==> src/rtl/lea_pkg.sv <==
// lea_pkg: shared constants, state encoding and word-slice helpers for the LEA round unit.
package lea_pkg;
   localparam int LEA_WORD = 32;
   localparam int ROT_A = 9;
   localparam int ROT_B = 5;
   localparam int ROT_C = 3;
   typedef enum logic [1:0] {IDLE, ADD0, ADD1, ADD2} state_t;
   function automatic logic [31:0] w128(input logic [127:0] bus, input int k);
      return bus[32*k +: 32];
   endfunction
   function automatic logic [31:0] w192(input logic [191:0] bus, input int k);
      return bus[32*k +: 32];
   endfunction
   function automatic logic [31:0] rol(input logic [31:0] v, input int n);
      return (v << n) | (v >> (LEA_WORD - n));
   endfunction
   function automatic logic [31:0] ror(input logic [31:0] v, input int n);
      return (v >> n) | (v << (LEA_WORD - n));
   endfunction
endpackage

==> src/rtl/lea_add32.sv <==
// lea_add32: 32-bit ripple adder from full-adder cells, carry-in 0, carry-out dropped.
module lea_add32 (
   input  logic [31:0] A,
   input  logic [31:0] B,
   output logic [31:0] S
);
   logic [31:0] c;
   assign c[0] = 1'b0;
   for (genvar i = 0; i < 32; i++) begin : g_fa
      assign S[i] = A[i] ^ B[i] ^ c[i];
      if (i < 31) begin : g_c
         assign c[i+1] = (A[i] & B[i]) | (c[i] & (A[i] ^ B[i]));
      end
   end
endmodule

==> src/rtl/lea_round_unit.sv <==
// lea_round_unit: one LEA encryption round over three cycles on a single shared adder.
module lea_round_unit
   import lea_pkg::*;
#(
   parameter int WORD = LEA_WORD
) (
   input  logic         CLK,
   input  logic         RST,
   input  logic         START,
   input  logic [127:0] X_IN,
   input  logic [191:0] RK_IN,
   output logic         BUSY,
   output logic         DONE,
   output logic [127:0] X_OUT
);
   if (WORD != 32) begin : g_bad_word
      $error("lea_round_unit: WORD must be 32");
   end
   state_t st;
   logic [127:0] x;
   logic [191:0] rk;
   logic [31:0] t0, t1, a, b, s;
   logic [127:0] xo;
   always_comb begin
      a = st == ADD0 ? w128(x, 0) ^ w192(rk, 0) : st == ADD1 ? w128(x, 1) ^ w192(rk, 2) : w128(x, 2) ^ w192(rk, 4);
      b = st == ADD0 ? w128(x, 1) ^ w192(rk, 1) : st == ADD1 ? w128(x, 2) ^ w192(rk, 3) : w128(x, 3) ^ w192(rk, 5);
   end
   lea_add32 u_add (.A(a), .B(b), .S(s));
   // During ADD2 the result is presented straight from the adder so DONE and X_OUT coincide.
   assign X_OUT = DONE ? {w128(x, 0), ror(s, ROT_C), t1, t0} : xo;
   always_ff @(posedge CLK) begin
      if (RST) begin
         st   <= IDLE;
         BUSY <= 1'b0;
         DONE <= 1'b0;
         xo   <= '0;
      end else begin
         DONE <= st == ADD1;
         BUSY <= (st == IDLE && START) || st == ADD0 || st == ADD1;
         case (st)
            IDLE: if (START) begin
               x  <= X_IN;
               rk <= RK_IN;
               st <= ADD0;
            end
            ADD0: begin
               t0 <= rol(s, ROT_A);
               st <= ADD1;
            end
            ADD1: begin
               t1 <= ror(s, ROT_B);
               st <= ADD2;
            end
            ADD2: begin
               xo <= {w128(x, 0), ror(s, ROT_C), t1, t0};
               st <= IDLE;
            end
         endcase
      end
   end
endmodule

==> config.mk <==
export PLATFORM = sky130hd
export DESIGN_NAME = lea_round_unit
export DESIGN_NICKNAME = d
export VERILOG_FILES = /design/src/rtl/lea_pkg.sv /design/src/rtl/lea_add32.sv /design/src/rtl/lea_round_unit.sv
export SDC_FILE = /design/constraint.sdc
export NUM_CORES = 1
export LEC_CHECK = 0
export BUFFER_PORTS_ARGS = -buffer_cell sky130_fd_sc_hd__buf_2
export CAP_MARGIN = 10
export CORE_MARGIN = 5
export CORE_UTILIZATION = 30
export DETAILED_ROUTE_END_ITERATION = 12
export GPL_TIMING_DRIVEN = 0
export RECOVER_POWER = 25
export SYNTH_ARGS = -nofsm -noshare
export SYNTH_HDL_FRONTEND = slang
export SYNTH_HIERARCHICAL = 1
export SYNTH_SLANG_ARGS = --single-unit
export TNS_END_PERCENT = 5
==> constraint.sdc <==
create_clock -name CLK -period 23 [get_ports CLK]
set_input_delay 0 -clock CLK [delete_from_list [all_inputs] [get_ports CLK]]
set_output_delay 0 -clock CLK [all_outputs]
set_load 0.1 [all_outputs]
# Word-level counts from Yosys, hierarchy flattened
# Cells that the tools add are included.
[word_totals]
register_bits = 516
output_inout_bits = 130
[classes]
eq_ne = 4
mux = 7
bitwise_logic = 164
reduce_logical = 7
[op_table]
columns = ["op", "count"]
rows = [
  ["XOR 32 bit", 6],
  ["2-to-1 mux 128 bit", 1],
  ["2-to-1 mux 32 bit", 4],
  ["XOR 1 bit", 63],
  ["bitwise AND 1 bit", 61],
  ["OR 27 x 32 -> 32 bit", 1],
  ["OR 29 x 32 -> 32 bit", 1],
  ["OR 32 x 9 -> 32 bit", 1],
  ["OR 1 bit", 30],
  ["one-hot mux 2 bit (4 select lines)", 1],
  ["equality test 2 bit, second input constant", 2],
  ["AND reduction 2 bit", 2],
  ["AND reduction 3 bit", 1],
  ["equality test 2 x 1 -> 1 bit, second input constant", 1],
  ["zero test 2 bit", 1],
  ["logical OR 1 bit", 2],
  ["2-to-1 mux 2 bit", 1],
  ["!= test 2 bit, second input constant", 1],
  ["logical AND 1 bit", 1],
  ["NOT 1 bit", 1],
]

# Logic depth before layout (Yosys ltp)
[depth]
ltp_word = 67
depth_mapped = 43
depth_no_buf = 41

# Modules after synthesis
# The synthesis kept the hierarchy.
[by_module_without_submodules]
columns = ["module", "instances", "cells_per_inst", "area_per_inst_um2", "seq_area_each_um2"]
rows = [
  ["lea_round_unit", 1, 1305, 20689.8, 14173.6],
  ["lea_add32", 1, 37, 655.6, 0.0],
]

# Least setup slack after synthesis
# OpenSTA, ideal clock, no wires.
[synth_timing]
path_type = "register to register"
startpoint = "register st[0]"
endpoint = "register rk[0] (enable)"
t_arrival_ns = 13.952
t_required_ns = 21.989
slack_ns = 8.037
stages_incl_launch_ff = 5
cell_sequence = "dfxtp_1 > inv_1 > ha_1 > nand2_1 > nor2_1"
[synth_via]
elab_chain_cells = 2
[synth_lines]
columns = ["element", "line", "rtl"]
rows = [
  ["from (decl)", "lea_round_unit.sv:19", "state_t st;"],
  ["from (signal assigned)", "lea_round_unit.sv:33", "st <= IDLE;"],
  ["from (signal assigned)", "lea_round_unit.sv:44", "st <= ADD0;"],
  ["from (signal assigned)", "lea_round_unit.sv:48", "st <= ADD1;"],
  ["zero test 2 bit", "lea_round_unit.sv:40", "case (st)"],
  ["AND reduction 3 bit (no line)", "--", ""],
  ["to (signal assigned)", "lea_round_unit.sv:43", "rk <= RK_IN;"],
  ["to (decl)", "lea_round_unit.sv:21", "logic [191:0] rk;"],
]
# Every way passes these cells.
# A chain may end at the register's enable or synchronous reset.

# Worst setup path in the final report
[layout_timing]
startpoint = "register st[1]"
endpoint = "output port X_OUT[92]"
[layout_via]
elab_chain_cells = 67
word_cells_on_any_way = 131
classes_between = "eq/ne (2); mux (5); bitwise (124)"
[layout_lines]
columns = ["element", "line", "rtl"]
rows = [
  ["equality test 2 bit", "lea_round_unit.sv:26", "b = st == ADD0 ? w128(x, 1) ^ w192(rk, 1) : st == ADD1 ? w128(x, 2) ^ w192(rk, 3) : w128(x, 3) ^ w192(rk, 5);"],
  ["2-to-1 mux 32 bit", "lea_round_unit.sv:26", ""],
  ["2-to-1 mux 32 bit *", "lea_round_unit.sv:26", ""],
  ["net b[0]", "lea_round_unit.sv:22", "logic [31:0] t0, t1, a, b, s;"],
  ["bitwise AND 1 bit * (2 in series)", "lea_add32.sv:12", "assign c[i+1] = (A[i] & B[i]) | (c[i] & (A[i] ^ B[i]));"],
  ["OR 1 bit *", "lea_add32.sv:12", ""],
  ["bitwise AND 1 bit *", "lea_add32.sv:12", ""],
  ["OR 1 bit *", "lea_add32.sv:12", ""],
  ["[52 not listed]", "--", ""],
  ["bitwise AND 1 bit *", "lea_add32.sv:12", ""],
  ["OR 1 bit *", "lea_add32.sv:12", ""],
  ["bitwise AND 1 bit *", "lea_add32.sv:12", ""],
  ["OR 1 bit *", "lea_add32.sv:12", ""],
  ["XOR 1 bit *", "lea_add32.sv:10", "assign S[i] = A[i] ^ B[i] ^ c[i];"],
  ["net s[31]", "lea_round_unit.sv:22", ""],
  ["OR 29 x 32 -> 32 bit *", "lea_pkg.sv:18", "return (v >> n) | (v << (LEA_WORD - n));"],
  ["2-to-1 mux 128 bit *", "lea_round_unit.sv:30", "assign X_OUT = DONE ? {w128(x, 0), ror(s, ROT_C), t1, t0} : xo;"],
  ["to (decl)", "lea_round_unit.sv:14", "output logic [127:0] X_OUT"],
]
# The timed path passes the listed nets; every way through them passes the cells marked *.

==> results.yml <==
cts:
  worstSkewPairLatency_ps: 610
  cts.path.max_buffers: 3
  post_cts_resize_count: 0
  clockRootBuffer: "clkbuf_16"
  clock_tree_from_tritoncts: "yes"
  cts_buffers: 58
  numClockSinks: 516
  worst_setup_hold_path_clk_slew_ps: 60
  cts_max_level: 2
floorplan:
  floorplan.rows: 97
  fp.dieW_um: 276.7
  die_area_sq_um: 76590
  start_util_pct: 30.38
  floorplan_core_area_sq_um: 70270
  floorplan.die.height_um: 276.7
  boundaryPins: 453
route:
  detailedRoute.firstPassIterationCount: 5
  vias_per_cell: 4.401
  detailroute.wirelength.met2_mm: 33.75
  wire_per_inst_um: 21.09
  met3_wirelength_mm: 3.743
  route.top_layer_used: "met4"
  num_vias: 13999
  met1Wirelength_mm: 27.16
  wirelength_mm: 67.09
  drcViolationCount: 0
  drt.antenna.violating_nets: 0
  drt-initial-drc-count: 756
grt:
  antenna_found_initial: 4
  global_route_wire_length_before_repair_mm: 97.75
  grt_util_all_layers_pct: 16.91
  grt_pass1_vias: 15405
  pin_count_of_the_biggest_net_entering_global_routing: 39
  grt_overflow: 0
yosys:
  synthDistinctLibCells: 21
  main_combinational_cell_family_by_area_after_synthesis: "multiplexers"
  yosysSeqAreaShare_pct: 66.40
  yosysWarnings: 6
  synth-simple-area-share_pct: 2.503
  ys_ff_latch: 516
  muxShareOfSynthArea_pct: 12.80
  synth_xor_xnor_area_share_pct: 7.989
  synth.cell_area_sq_um: 21350
  adder_cell_share_of_the_synthesized_area_pct: 3.165
  syn-instance-count: 1342
  synth_fp_nets: 1701
  postSynthAreaPerCell_sq_um: 15.91
  area_fraction_in_compound_gates_after_synthesis_pct: 5.064
final_layout:
  layout.cells.most_common: "buf_2"
  stdcell_count: 3181
  finish.net_count: 2547
  seqCellArea_sq_um: 14170
  synthToLayoutAreaGrowth_pct: 41.63
  drive_above_1_share_pct: 27.76
  n_fill_cell: 6309
  multi_input_area_sq_um: 6751
  final_cell_mix: "buf_2 (425), edfxtp_1 (384), dlygate4sd3_1 (323)"
power_and_ir_drop:
  post-layout-total-power_mw: 4.073
  static_leakage_nw: 11.51
  vdd_drop_max_uv: 82.18
  power.density_cell_area_nw_per_um2: 134.7
min_path:
  hold-path-cell-count: 2
  min-delay-start: "X_IN[103]"
  hold_path_class: "in2reg"
  timing.hold.worst_endpoint: "x[103]$_DFFE_PP_"
setup_path:
  timing.critical_path.slowest_cell_delay_ps: 630
  crit_path_frequent_cell: "fa_1"
  path_max_fanout: 10
  worstPathRequired_ps: 23000
  startpoint_type: "flop"
  critical_path.reg2reg.endpoint: "xo[92]$_SDFFE_PP0N_"
  ff2ff_path_depth: 42
  worst_setup_path_startpoint: "st[1]$_SDFFE_PP0P_"
  worstSetupPathType: "reg2out"
  worstReg2RegStart: "st[1]$_SDFFE_PP0P_"
  cp_data_arrival_time_ps: 16300
  r2r_setup_slk_ps: 7630
  crit_path_top_delay_cell: "xor3_1"
  setup.worst_path.end_class: "output port"
sta:
  setup_repair_after_global_routing_missed_its_margin: "no"
  final_critical_path_required_period_ps: 16300
  worst_pin_slew_ps: 973.3
  timing.setup.tns_ps: 0
  finClkSkew_ps: 26.82
  fmax_mhz: 61.36
  max_slew_margin_pct: 34.96
  hold_slack_ps: 99.37
  setup-violations-final: 0
  final_min_period_over_clock_period_pct: 70.86
  maxSlewViolCount: 0
  hold_violation_total_from_the_final_report: 0
placed_design:
  gp_congestion: 0.7884
  detailedPlacementHpwl_mm: 47.15
  dp.cells: 2745
  port-buffer-count: 451
outcome:
  outcome: "finished, final reports clean"
flow_run:
  drv_cap: 0
[Yosys cell counts]
| master | number | area (sq um) |
|---|---|---|
| nand2_1 | 1 | 3.750 |
| fa_1 | 30 | 600.6 |
| ha_1 | 6 | 75.07 |
| buf_4 | 30 | 225.2 |
| edfxtp_1 | 384 | 11530 |
| nor2_1 | 133 | 499.2 |
| a21oi_2 | 50 | 437.9 |
| a211oi_1 | 1 | 7.510 |
| nand2b_1 | 1 | 6.260 |
| dfxtp_1 | 132 | 2643 |
| mux2i_1 | 129 | 1291 |
| buf_6 | 6 | 67.56 |
| buf_2 | 15 | 75.07 |
| a21oi_1 | 15 | 75.07 |
| clkbuf_1 | 13 | 48.80 |
| inv_1 | 7 | 26.28 |
| xnor2_1 | 192 | 1682 |
| mux2_1 | 128 | 1441 |
| nor2b_1 | 4 | 25.02 |
| xor3_1 | 1 | 23.77 |
| a22o_1 | 64 | 560.5 |
[where the power goes]
| group | total [mW] | leakage [nW] | switching [mW] | internal [mW] |
|---|---|---|---|---|
| Sequential | 1.33 | 4.60 | 0.0707 | 1.26 |
| Clock | 0.961 | 0.969 | 0.387 | 0.573 |
| Combinational | 1.78 | 5.94 | 1.24 | 0.542 |
| Total | 4.07 | 11.5 | 1.69 | 2.38 |
[per-stage QoR]
step	utilization [%]	setup slack [ps]	cell area [sq um]
4_1_cts	43.07	6519	30270
3_5_place_dp	35.67	7203	25060
6_report	43.02	6703	30230
5_1_grt	43.02	6245	30230
3_3_place_gp	35.26	2976	24780
2_1_floorplan	-	8037	21350
[flip-flops by register name (all words and copies together), names as in the netlist]
register,flops
t1,32
x,128
xo,128
DONE,1
st,2
rk,192
BUSY,1
t0,32
[critical path: cells and delay by family (launching register included)]
kind	cells	cell delay, ps
buffers and inverters	6	1390
DFF	1	350
xor gates and xnor gates	1	630
muxes	1	220
AOI/OAI and AO/OA	2	230
adders and majority gates	32	12810
[repair_timing]
item | 4_1_cts | 5_1_grt
endpoints found under the hold margin | 339 | 0
hold buffers | 323 | 0
setup buffers | 0 | 0
setup endpoints to repair | 0 | 0
[logic make-up (layout without fill, tap and decap cells)]
group                    after synthesis  in the layout
flip-flops                           516            516
multiplexers                         257            257
XOR/XNOR                             193            193
AO/OA/AOI/OAI                        130            130
adder cells (fa/ha/maj)               36             36
buffers and inverters                 71            966
other                                  0              4
AND/OR/NAND/NOR                      139            139
[worst max-delay path by stage]
stage | to | slack [ps] | cells past startpoint
after global routing | X_OUT[92] | 6240 | 42
after CTS | X_OUT[92] | 6520 | 42
after floorplan | rk[0]$_DFFE_PP_ | 8040 | 4
after detailed placement | X_OUT[92] | 7200 | 42
final | X_OUT[92] | 6700 | 42
after global placement | rk[163]$_DFFE_PP_ | 2980 | 4
[routing by layer]
layer / GRT usage (%) / up-vias
met5: 0 / -
met4: 5.861 / 0
met3: 3.844 / 117
met2: 29.73 / 438
met1: 20.52 / 6860
li1: - / 6584
[final cells by class]
| cell class | count | share of cell area [%] |
|---|---|---|
| clock inverters | 35 | 1.320 |
| diodes | 4 | 0.03311 |
| multi-input cells | 755 | 22.33 |
| plain buffers | 64 | 1.378 |
| repair buffers | 786 | 18.87 |
| inverters | 7 | 0.08691 |
| flip-flops and latches | 516 | 46.88 |
| well taps | 940 | 3.890 |
| clock buffers | 74 | 5.202 |
Note: power is estimated with default switching activity, not from simulation.
